**config.mk**
```make
export PLATFORM = sky130hd
export DESIGN_NAME = reset_sequencer
export DESIGN_NICKNAME = d
export VERILOG_FILES = /design/src/rtl/reset_sequencer.sv
export SDC_FILE = /design/constraint.sdc
export NUM_CORES = 1
export LEC_CHECK = 0
export CORE_ASPECT_RATIO = 1.2
export CORE_MARGIN = 4
export CORE_UTILIZATION = 60
export CTS_CLUSTER_DIAMETER = 80
export CTS_CLUSTER_SIZE = 40
export DETAILED_ROUTE_END_ITERATION = 8
export HOLD_SLACK_MARGIN = 0.06
export PLACE_DENSITY = 0.8
export RECOVER_POWER = 25
export SETUP_SLACK_MARGIN = 0.5
export SYNTH_ARGS = -nofsm -noshare
export SYNTH_HDL_FRONTEND = slang
export SYNTH_SLANG_ARGS = --single-unit
```
**constraint.sdc**
```tcl
create_clock -name i_clk -period 3.41 [get_ports i_clk]
set_clock_uncertainty 0.2 [all_clocks]
set_input_delay 0.682 -clock i_clk [delete_from_list [all_inputs] [get_ports i_clk]]
set_output_delay 0.682 -clock i_clk [all_outputs]
set_load 0.02 [all_outputs]
```
**src/rtl/reset_sequencer.sv**
```systemverilog
`default_nettype none
// +--------------------------------------------------------------------------+
// | Module   : reset_sequencer                                               |
// | Brief    : Qualifies PLL lock, then releases per-domain resets in order. |
// | Revision : 1.0                                                           |
// +--------------------------------------------------------------------------+
module reset_sequencer #(
  parameter int NUM_STAGES  = 3,
  parameter int HOLD_CYCLES = 16,
  parameter int STAGE_GAP   = 8,
  parameter int LOCK_FILTER = 4
) (
  input  logic                  i_clk,
  input  logic                  i_rst_n,
  input  logic                  i_pll_locked,
  input  logic                  i_sw_rst,
  output logic [NUM_STAGES-1:0] o_rst_n,
  output logic                  o_busy,
  output logic                  o_lock_lost
);

  localparam int c_fcnt_w = $clog2(LOCK_FILTER + 1);
  localparam int c_hcnt_w = $clog2(HOLD_CYCLES + 1);
  localparam int c_gcnt_w = $clog2(STAGE_GAP + 1);

  localparam logic [c_fcnt_w-1:0] c_fcnt_max  = c_fcnt_w'(LOCK_FILTER);
  localparam logic [c_fcnt_w-1:0] c_fcnt_last = c_fcnt_w'(LOCK_FILTER - 1);
  localparam logic [c_hcnt_w-1:0] c_hcnt_max  = c_hcnt_w'(HOLD_CYCLES);
  localparam logic [c_hcnt_w-1:0] c_hcnt_last = c_hcnt_w'(HOLD_CYCLES - 1);
  localparam logic [c_gcnt_w-1:0] c_gcnt_max  = c_gcnt_w'(STAGE_GAP);
  localparam logic [c_gcnt_w-1:0] c_gcnt_last = c_gcnt_w'(STAGE_GAP - 1);

  typedef enum logic [1:0] {
    ST_WAIT_LOCK = 2'd0,
    ST_HOLD      = 2'd1,
    ST_RELEASE   = 2'd2,
    ST_RUN       = 2'd3
  } state_t;

  state_t                r_state;
  logic                  r_lock_meta;
  logic                  r_lock_s;
  logic [c_fcnt_w-1:0]   r_fcnt;
  logic [c_hcnt_w-1:0]   r_hcnt;
  logic [c_gcnt_w-1:0]   r_gcnt;
  logic [NUM_STAGES-1:0] r_rst_n;
  logic                  r_busy;
  logic                  r_lock_lost;

  logic [NUM_STAGES-1:0] w_rst_next;
  logic                  w_armed;
  logic                  w_lock_drop;

  // Releases form a thermometer code, so the next pattern shifts in one more '1'.
  assign w_rst_next  = NUM_STAGES'({r_rst_n, 1'b1});
  assign w_armed     = (r_state != ST_WAIT_LOCK);
  assign w_lock_drop = w_armed && !r_lock_s;

  assign o_rst_n     = r_rst_n;
  assign o_busy      = r_busy;
  assign o_lock_lost = r_lock_lost;

  always_ff @(posedge i_clk or negedge i_rst_n) begin
    if (!i_rst_n) begin
      r_state     <= ST_WAIT_LOCK;
      r_lock_meta <= 1'b0;
      r_lock_s    <= 1'b0;
      r_fcnt      <= '0;
      r_hcnt      <= '0;
      r_gcnt      <= '0;
      r_rst_n     <= '0;
      r_busy      <= 1'b1;
      r_lock_lost <= 1'b0;
    end else begin
      r_lock_meta <= i_pll_locked;
      r_lock_s    <= r_lock_meta;
      r_lock_lost <= 1'b0;

      // Aborts win over normal progression, so no release can share an edge with one.
      if (i_sw_rst || w_lock_drop) begin
        r_state     <= ST_WAIT_LOCK;
        r_rst_n     <= '0;
        r_busy      <= 1'b1;
        r_fcnt      <= '0;
        r_lock_lost <= w_lock_drop;
      end else begin
        case (r_state)
          ST_WAIT_LOCK: begin
            if (!r_lock_s) begin
              r_fcnt <= '0;
            end else begin
              if (r_fcnt != c_fcnt_max) begin
                r_fcnt <= r_fcnt + 1'b1;
              end
              if (r_fcnt == c_fcnt_last) begin
                r_state <= ST_HOLD;
                r_hcnt  <= '0;
              end
            end
          end

          ST_HOLD: begin
            if (r_hcnt == c_hcnt_last) begin
              r_rst_n <= w_rst_next;
              r_gcnt  <= '0;
              if (&w_rst_next) begin
                r_busy  <= 1'b0;
                r_state <= ST_RUN;
              end else begin
                r_state <= ST_RELEASE;
              end
            end else if (r_hcnt != c_hcnt_max) begin
              r_hcnt <= r_hcnt + 1'b1;
            end
          end

          ST_RELEASE: begin
            if (r_gcnt == c_gcnt_last) begin
              r_rst_n <= w_rst_next;
              r_gcnt  <= '0;
              if (&w_rst_next) begin
                r_busy  <= 1'b0;
                r_state <= ST_RUN;
              end
            end else if (r_gcnt != c_gcnt_max) begin
              r_gcnt <= r_gcnt + 1'b1;
            end
          end

          ST_RUN: begin
            r_busy <= 1'b0;
          end

          default: begin
            r_state <= ST_WAIT_LOCK;
            r_rst_n <= '0;
            r_busy  <= 1'b1;
            r_fcnt  <= '0;
          end
        endcase
      end
    end
  end

endmodule
`default_nettype wire
```
==> key figures <==
Status
  • Status: complete, no violations

Worst setup path
  • Crit-path max FO: 14
  • Worst Path Required: 3.43 ns
  • CP endpoint kind: register
  • Crit path buf inv count: 1
  • Setup CP Type: register to register
  • Critical-path top delay cell: or4_1
  • Critical path's top delay family: simple AND/OR/NAND/NOR gates
  • Worst-path cell chain: inv_1, ha_1, nor2b_2, or4_1, or2_0, o31ai_2
  • Critical path's largest stage delay: 0.65 ns
  • CP arrival: 2.52 ns
  • Setup crit start kind: register

Placement
  • IO Port Bufs: 8
  • Hpwl dp: 1580 um
  • Routability congestion estimate from global placement: 0.717
  • Placed cell count: 148
  • Post-DP Area: 0.00132 mm2

Timing
  • Clock period minus worst slack: 2.50 ns
  • Slew @ Worst Pin: 0.956 ns
  • Final clock period utilization by the worst path: 0.733
  • Slew headroom: 0.360
  • Peak Freq: 400 MHz
  • Unrepaired setup endpoints after global routing: no
  • Final TNS setup: 0 ns
  • Finish-stage setup viols: 0
  • Fin. Hold Viols: 0
  • Final Max Slew Viols: 0

Yosys
  • Top FF cell, synth: dfrtp_1
  • Largest family of logic cells by synthesized area: simple AND/OR/NAND/NOR gates
  • Post-Synth XOR/XNOR Area: 0.00711
  • Synth Cell Area: 0.00123 mm2
  • Post-synth top cells: 20 x dfrtp_1, 12 x ha_1, 12 x inv_1, 12 x nor2_1, 10 x nand2_1
  • Top cells by area, synth: dfrtp_1 41%, ha_1 12%, mux2i_1 4.1%
  • #FFs+latches synth: 21
  • Post-Synth Simple-Gate Area: 0.199
  • Synth Warn #: 0
  • Cell taking the most area after synthesis: dfrtp_1
  • Syn Area/Cell: 9.86 um2
  • Count of flip-flops with a built-in enable after synthesis: 0
  • Synth cell types: 39
  • Post-synthesis mux area share: 0.0406
  • Asr flop ratio synth: 1.00
  • Synthesized Nets: 141
  • Compound-Gate Fraction of Synth Area: 0.151
  • Top-count cell post-synth: dfrtp_1
  • Sequential fraction of the synthesis area: 0.427
  • Adder-cell share of the synthesized area: 0.122
  • Area share of the largest cell type after synthesis: 0.406
  • Cells after synthesis: 125

Final layout
  • Final Non-Filler Cells: 152
  • Share of cells above drive strength 1: 0.0677
  • Final Core Density: 0.709
  • Count of nets after finishing: 150
  • Design area: 0.00134 mm2
  • Layout area overhead: 8.93%
  • ANT cells: 0

Route
  • DRT Pass-1 Iters: 4
  • Routed length per instance: 14.4 um
  • Routed WL: 2180 um
  • ANT nets after route: 0
  • Residual DRC: 0
  • Via density: 5.82
  • 1st-iter DRT viols: 12
  • Vias post-DR: 885

Power
  • Power per standard cell area: 617 mW/mm2
  • Worst IR Drop VDD: 0.372 mV
  • Lkg Pwr: 0.607 nW

Clock tree
  • CTS Buffer Depth: 2
  • Post-CTS Setup Bufs: 0
  • Clock transition at path regs: 0.12 ns
  • Root Buffer: clkbuf_4
  • Cts repair resizes: 0
  • Post-CTS Hold Buffers: 0
  • Clk sinks: 21
  • Clock latency on the worst-skew pair: 0.30 ns
  • H-tree depth: 1
  • TritonCTS clock tree: yes
  • Num CTS Buffers: 3

Global routing
  • GRT Total Usage: 0.176
  • Vias in the first global route: 907
  • Largest net degree at the start of global routing: 22
  • Overflow after GRT: 0
  • Antenna violations before repair: 0
  • First-pass GRT wire length: 3910 um

Floorplan
  • Cell Rows: 17
  • Initial core utilization: 0.651
  • Die Span Y: 57.6 um
  • Core area: 0.00189 mm2
  • Die Wd: 49.4 um
  • Die Area: 0.00285 mm2
  • I/O pins: 9

Worst hold path
  • Hold Crit Class: register to register

Flow run
  • Max Cap Viol: 0
sequential cells by signal (all words and copies together) (netlist names):
| register | cells |
|---|---|
| r_hcnt | 5 |
| r_gcnt | 4 |
| o_rst_n | 3 |
| r_fcnt | 3 |
| r_state | 2 |
| o_busy | 1 |
| o_lock_lost | 1 |
| r_lock_meta | 1 |
| r_lock_s | 1 |
power by group:
part | internal [mW] | leakage [nW] | switching [mW]
combinational | 0.149 | 0.319 | 0.187
clock | 0.0456 | 0.0150 | 0.0748
sequential | 0.308 | 0.272 | 0.0634
final timing paths:
kind / start / to / slack [ns] / cells past startpoint
max: r_state[1] / r_gcnt[3] / 0.91 / 6
min: r_lock_meta / r_lock_s / 0.17 / 0
max reg2reg: r_state[1] / r_gcnt[3] / 0.91 / 6
min reg2reg: r_lock_meta / r_lock_s / 0.17 / 0
max in group asynchronous: i_rst_n / r_hcnt[3] / 1.67 / 1
min in group asynchronous: i_rst_n / r_state[0] / 0.77 / 1
placed cells by master, fill, tap and decap left out, types with 2 or more instances in the layout:
cell type        instances
a211oi_1                 2
a21boi_0                 2
a21oi_1                  2
a32o_1                   2
and2_1                   2
clkbuf_4                 3
clkdlybuf4s50_1          6
dfrtp_1                 20
dlygate4sd3_1            2
ha_1                    12
inv_1                   12
mux2i_1                  5
nand2_1                 10
nand2b_1                 3
nand3_1                  5
nand3b_1                 5
nor2_1                  12
o211ai_1                 2
o21ai_0                  3
o21ai_1                  3
final cells by class:
class | count | area (um2)
sequential | 21 | 527
timing repair buffer | 8 | 80.1
fill | 142 | 551
tap | 19 | 23.8
multi-input combinational | 88 | 641
inverter | 12 | 45.0
clock buffer | 4 | 26.3
metal layers:
metal / track usage / vias up / part of all wire
met1: 0.212 / 423 / 0.43
met2: 0.301 / 14 / 0.52
met4: 0.0830 / 0 / 0.0082
met3: 0.0360 / 2 / 0.039
met5: 0 / - / 0
li1: - / 446 / -
cells by family after synthesis:
group | Yosys count
AND/OR/NAND/NOR | 46
AO/OA/AOI/OAI | 24
flip-flops | 21
buffers and inverters | 16
adder cells (fa/ha/maj) | 12
multiplexers | 5
XOR/XNOR | 1
stage by stage:
| step | total power, mW | setup slack, ns | hold WS [ns] |
|---|---|---|---|
| after floorplan | 0.623 | 1.22 | 0.131 |
| after global placement | 0.693 | 0.683 | 0.147 |
| after detailed placement | 0.715 | 0.630 | 0.140 |
| after CTS | 0.837 | 0.895 | 0.168 |
| after global routing | 0.905 | 0.701 | 0.177 |
| final | 0.828 | 0.910 | 0.167 |
(Power assumes the default switching activity.)
